`config.mk`:
```
export PLATFORM = sky130hd
export DESIGN_NAME = imm_control_sequencer
export DESIGN_NICKNAME = d
export VERILOG_FILES = /design/src/rtl/imm_control_sequencer.sv
export SDC_FILE = /design/constraint.sdc
export NUM_CORES = 1
export LEC_CHECK = 0
export ABC_AREA = 1
export CORE_MARGIN = 5
export CORE_UTILIZATION = 42
export CTS_CLUSTER_SIZE = 12
export DETAILED_ROUTE_END_ITERATION = 10
export PLACE_DENSITY = 0.89
export SLEW_MARGIN = 10
export SYNTH_ARGS = -nofsm -noshare
export SYNTH_HDL_FRONTEND = slang
export SYNTH_SLANG_ARGS = --single-unit
```
`constraint.sdc`:
```
create_clock -name clk -period 3.04 [get_ports clk]
set_clock_uncertainty 0.2 [all_clocks]
set_input_delay 0.304 -clock clk [delete_from_list [all_inputs] [get_ports clk]]
set_output_delay 0.304 -clock clk [all_outputs]
set_load 0.02 [all_outputs]
```
`src/rtl/imm_control_sequencer.sv`:
```
// rtl/imm_control_sequencer.sv - hardwired fetch/execute control unit for immediate-class instructions
module imm_control_sequencer #(
  parameter int                  ALU_OP_W = 5,
  parameter logic [ALU_OP_W-1:0] ALU_ADD  = 5'b00001,
  parameter logic [ALU_OP_W-1:0] ALU_AND  = 5'b00010,
  parameter logic [ALU_OP_W-1:0] ALU_OR   = 5'b00011,
  parameter logic [4:0]          OP_LOADI = 5'b01000,
  parameter logic [4:0]          OP_ADDI  = 5'b01001,
  parameter logic [4:0]          OP_ANDI  = 5'b01010,
  parameter logic [4:0]          OP_ORI   = 5'b01011,
  parameter logic [4:0]          OP_HALT  = 5'b11011,
  parameter int                  MAX_WAIT = 15,
  parameter int                  CNT_W    = 16
) (
  input  logic                clk,
  input  logic                clear,
  input  logic                run,
  input  logic                step_mode,
  input  logic                mem_ready,
  input  logic [31:0]         IR_Data,
  output logic                PC_enable,
  output logic                PC_increment_enable,
  output logic                IR_enable,
  output logic                Y_enable,
  output logic                Z_enable,
  output logic                MAR_enable,
  output logic                MDR_enable,
  output logic                r_enable,
  output logic                read,
  output logic                Gra,
  output logic                Grb,
  output logic                ba_select,
  output logic                PC_select,
  output logic                Z_LO_select,
  output logic                MDR_select,
  output logic                c_select,
  output logic [ALU_OP_W-1:0] alu_instruction,
  output logic [3:0]          state_out,
  output logic                halted,
  output logic                fault,
  output logic [CNT_W-1:0]    instr_count
);

  localparam int WAIT_W = $clog2(MAX_WAIT + 1);

  typedef enum logic [3:0] {
    S_IDLE = 4'd0,
    S_T0   = 4'd1,
    S_T1   = 4'd2,
    S_T2   = 4'd3,
    S_T3   = 4'd4,
    S_T4   = 4'd5,
    S_T5   = 4'd6,
    S_HALT = 4'd7
  } state_t;

  state_t              state_q, state_d;
  logic [WAIT_W-1:0]   wait_q, wait_d;
  logic                fault_q, fault_d;
  logic [CNT_W-1:0]    count_q, count_d;

  logic [4:0] opcode;
  logic       is_loadi, is_addi, is_andi, is_ori, is_halt, is_imm;
  logic       unused_ir;

  assign opcode    = IR_Data[31:27];
  assign unused_ir = ^IR_Data[26:0];
  assign is_loadi  = (opcode == OP_LOADI);
  assign is_addi   = (opcode == OP_ADDI);
  assign is_andi   = (opcode == OP_ANDI);
  assign is_ori    = (opcode == OP_ORI);
  assign is_halt   = (opcode == OP_HALT);
  assign is_imm    = is_loadi | is_addi | is_andi | is_ori;

  assign PC_enable   = 1'b0;
  assign state_out   = state_q;
  assign fault       = fault_q;
  assign instr_count = count_q;

  always_comb begin
    state_d             = state_q;
    wait_d              = wait_q;
    fault_d             = fault_q;
    count_d             = count_q;
    PC_increment_enable = 1'b0;
    IR_enable           = 1'b0;
    Y_enable            = 1'b0;
    Z_enable            = 1'b0;
    MAR_enable          = 1'b0;
    MDR_enable          = 1'b0;
    r_enable            = 1'b0;
    read                = 1'b0;
    Gra                 = 1'b0;
    Grb                 = 1'b0;
    ba_select           = 1'b0;
    PC_select           = 1'b0;
    Z_LO_select         = 1'b0;
    MDR_select          = 1'b0;
    c_select            = 1'b0;
    alu_instruction     = '0;
    halted              = 1'b0;

    case (state_q)
      S_IDLE: begin
        if (run) state_d = S_T0;
      end
      S_T0: begin
        PC_select  = 1'b1;
        MAR_enable = 1'b1;
        wait_d     = '0;
        state_d    = S_T1;
      end
      S_T1: begin
        read       = 1'b1;
        MDR_enable = 1'b1;
        // wait_q is zero only on the first T1 cycle, so PC advances once per fetch
        PC_increment_enable = (wait_q == '0);
        if (mem_ready) begin
          state_d = S_T2;
        end else begin
          wait_d = wait_q + WAIT_W'(1);
          if (wait_q == WAIT_W'(MAX_WAIT - 1)) begin
            state_d = S_HALT;
            fault_d = 1'b1;
          end
        end
      end
      S_T2: begin
        MDR_select = 1'b1;
        IR_enable  = 1'b1;
        state_d    = S_T3;
      end
      S_T3: begin
        if (is_imm) begin
          Grb       = 1'b1;
          Y_enable  = 1'b1;
          ba_select = is_loadi;
          state_d   = S_T4;
        end else begin
          state_d = S_HALT;
          if (!is_halt) fault_d = 1'b1;
        end
      end
      S_T4: begin
        c_select = 1'b1;
        Z_enable = 1'b1;
        if (is_andi)     alu_instruction = ALU_AND;
        else if (is_ori) alu_instruction = ALU_OR;
        else             alu_instruction = ALU_ADD;
        state_d = S_T5;
      end
      S_T5: begin
        Z_LO_select = 1'b1;
        Gra         = 1'b1;
        r_enable    = 1'b1;
        count_d     = count_q + CNT_W'(1);
        state_d     = step_mode ? S_IDLE : S_T0;
      end
      S_HALT: begin
        halted = 1'b1;
        if (run) state_d = S_T0;
      end
      default: state_d = S_IDLE;
    endcase
  end

  always_ff @(posedge clk) begin
    if (clear) begin
      state_q <= S_IDLE;
      wait_q  <= '0;
      fault_q <= 1'b0;
      count_q <= '0;
    end else begin
      state_q <= state_d;
      wait_q  <= wait_d;
      fault_q <= fault_d;
      count_q <= count_d;
    end
  end

endmodule

```
# After elaboration in Yosys (flattened, before gate mapping)
# Cells that the tools add are included.
# word_totals
mem_bits_rw	0
wordCells	63
ff_bits	25
inputBits	37
mem_count	0
rom_bits	0
latch_bits	0
output_inout_bits	43
# classes
n_bitwise	3
n_shift	0
n_addsub	2
reduce_logical	8
mux	27
n_eq_ne	19
multipliers	0
magnitude_cmp	0
div	0
# ops
op	n
$pmux W4 S7	1
$eq A5 B4 Y1 const B	4
$add A16 B1 Y16 const B	1
$eq A4 B3 Y1 const B	4
$mux W1	16
$mux W4	4
$eq A4 B2 Y1 const B	2
$logic_not A4 Y1	2
$mux W2	4
$ne A2 B2 Y1 const B	4
$pmux W4 S2	1
$eq A5 B5 Y1 const B	1
$reduce_and A5 Y1	1
$add A4 B1 Y4 const B	1
$eq A4 B1 Y1 const B	1
$eq A4 B4 Y1 const B	1
$reduce_and A2 Y1	2
$reduce_bool A2 Y1	2
$ne A3 B3 Y1 const B	1
$or A1 B1 Y1	3
$ne A2 B1 Y1 const B	1
$pmux W1 S2	1
$reduce_or A2 Y1	1

# Logic depth before layout (Yosys ltp)
# depth
ltp_word	6
mapped_depth	9
depth_no_buf	9

# Worst setup path after synthesis
# OpenSTA, ideal clock, no wires.
# synth_path
kind	reg2out
from	register state_q[1], in the netlist state_out[1]
to	output port PC_increment_enable
required_time_ns	2.536
n_path_buf	0
path_slack_ns	1.137
t_arrival_ns	1.399
path_stages_with_launch	3
path_cell_list	dfxtp_1 nand3_2 nor4_1
# synth_via
elab_chain_len	2
# synth_lines
element	line_no	text
start, declared	57	state_t state_q, state_d;
start signal, assigned	174	state_q <= state_d;
$eq A4 B2 Y1	103	case (state_q)
$mux W1	103	
end, declared	22	output logic PC_increment_enable,
# Every way passes these cells.

# Worst setup path after layout
# layout_path
from	register state_q[0], in the netlist state_out[0]
to	output port ba_select
# layout_via
elab_chain_len	2
# layout_lines
element	line_no	text
$eq A4 B3 Y1	103	
$mux W1	103	
end, declared	32	output logic ba_select,
# Every way passes these cells.

==> results.toml <==
[worst_setup_path]
path_max_fanout = 8
cp-start-kind = "flop"
arrival_ps = 2010
worstSetupPathType = "reg2out"
timing.rr.start = "state_out[0]"
worstPathRequired_ps = 2540
critPathLaunch = "state_out[0]"
cp-end-kind = "primary output"

[yosys]
synth_edf_count = 0
yosys-top-cells-area = "dfxtp_1 32%, nand2_1 13%, nor2_1 9.6%, inv_1 7.9%, buf_4 6.1%"
synth_most_common_cell = "nand2_1"
avgSynthCellArea_sq_um = 6.50
ys_seq_area_frac = 0.324
synth_top_cell_by_area = "dfxtp_1"
synth.distinct_cells = 30
ys_top_cells_by_count = "50 x nand2_1, 38 x nor2_1, 31 x inv_1, 24 x dfxtp_1, 16 x nand3_1"
synth_warnings = 0
synthesis.area_sq_um = 1480
postSynthCellCount = 228
synthArstFlopShare = 0
synth_top_area_frac = 0.324
synth_top_flop_cell = "dfxtp_1"
synth-seq-cells = 24

[layout]
nets = 311
antenna-diode-count = 0
drive_above_1_share = 0.0558
area_delta_synth_final_pct = 32.4
stdcell_count = 315
final_util = 0.583

[routing]
via_count = 1531
first_pass_iters = 4
wl_per_cell_microns = 11.0
met3WireLength_microns = 132
drt-met1-wl_microns = 1520
topRoutingLayerUsed = "met4"
via_per_inst = 4.86
ant_nets = 0
wirelength_microns = 3470
wl_met2_microns = 1770
drtIter0Drc = 92
drc = 0

[die]
die_w_microns = 69.4
core_area_sq_um = 3360
dieHeight_microns = 69.4
num_rows = 21
start_util = 0.440
fp.dieArea_sq_um = 4810
io_pins = 80

[power_and_ir_drop]
p_leak_uw = 0.000839
p_per_area_nw_per_um2 = 525
max-vdd-ir-drop_mv = 0.258

[grt]
grt_pass1_vias = 1464
grt_pass1_wl_microns = 6350
grt_usage = 0.154
grt_max_degree = 16
antenna_found_initial = 0
grt_overflow = 0

[placement]
dp.cells = 311
dp_slack_ps = 591
hpwl_microns = 2760
port_buffers = 47
place.gp.congestion = 0.861

[timing]
finalWorstSetupSlack_ps = 526
drv_slew = 0
whs_ps = 273
hold_viol = 0
setup_violations = 0
fin_crit_sh = 0.827
clock.fmax_mhz = 398
rsz0062_at_grt = "false"
period_needed_ps = 2510
finalSetupTns_ps = 0

[clock_network]
cts-root-buf = "clkbuf_4"
cts_hold_buffers = 0
cts_resized = 0
post_cts_buffers = 0
cts_htree_levels = 1
clkSinkCount = 24
tritoncts = "done"
numCtsBuffers = 3
path_clk_slew_ps = 130
clockBufferDepth = 2
worstSkewPairLatency_ps = 320

[min_path]
worstHoldPathType = "reg2reg"
min_from = "fault"

[flow_run]
cap_violations = 0

[status]
status = "completed"
-- layer usage --
layer,GRT usage,vias up
li1,-,787
met1,0.191,704
met2,0.268,35
met3,0.0333,5
met4,0.0434,0
met5,0,-
-- cell type report --
type	count	area, sq um
Clock buffer	4	36.3
Fill cell	330	1400
Sequential cell	24	480
Tap cell	46	57.6
Timing Repair Buffer	47	470
Multi-Input combinational cell	159	786
Inverter	35	131
-- stage by stage --
stage | instance area (sq um) | power (uW)
finish | 1960 | 1030
global route | 1960 | 1110
CTS | 1960 | 1040
detailed placement | 1930 | 870
global placement | 1930 | 863
floorplan | 1500 | 709
-- power breakdown --
| group | internal (uW) | switching [uW] |
|---|---|---|
| combinational | 193 | 278 |
| sequential | 342 | 48.9 |
| clock | 73.3 | 95.3 |
| total | 609 | 422 |
-- worst max-delay path, cell delays in order, from the launching register on --
cell and delay (ps):
dfxtp_1 430, inv_2 160, nand2_1 80, nor2_1 130, nand2_1 120, nor3_1 150, clkdlybuf4s50_1 630
-- worst paths after layout --
check	slack, ps	endpoint	cells past startpoint
max	530	ba_select	6
min	270	fault	2
max reg2reg	1430	instr_count[13]	6
min reg2reg	270	fault	2
-- flip-flops by register name, summed over array words and instances, names as in the netlist --
register,count
instr_count,16
wait_q,4
state_out,3
fault,1
-- cell usage in the layout (no fill, tap or decap) --
cell / count
nand2_1: 50
clkdlybuf4s50_1: 47
nor2_1: 38
inv_1: 31
dfxtp_1: 24
nand3_1: 16
a21oi_1: 13
o21ai_0: 5
nand4_1: 5
conb_1: 5
inv_2: 4
nor3_1: 4
ha_1: 4
clkbuf_4: 3
o21a_1: 2
nand3b_1: 2
o21ai_1: 2
o211ai_1: 2
nand3_4: 1
nand3_2: 1
nor4_1: 1
nor2_8: 1
nor2_4: 1
xor2_1: 1
o21ai_2: 1
nor2_2: 1
o21bai_1: 1
nand2_2: 1
a211oi_1: 1
clkbuf_8: 1
-- kinds of logic (layout without fill, tap and decap cells) --
group                    count (synthesis)  count (layout)  share of synthesized area
other                                    1               5                    0.00253
buffers and inverters                   49              86                      0.155
XOR/XNOR                                 1               1                    0.00591
adder cells (fa/ha/maj)                  4               4                     0.0338
AND/OR/NAND/NOR                        122             122                      0.374
AO/OA/AOI/OAI                           27              27                      0.104
flip-flops                              24              24                      0.324
(Power assumes the default switching activity.)
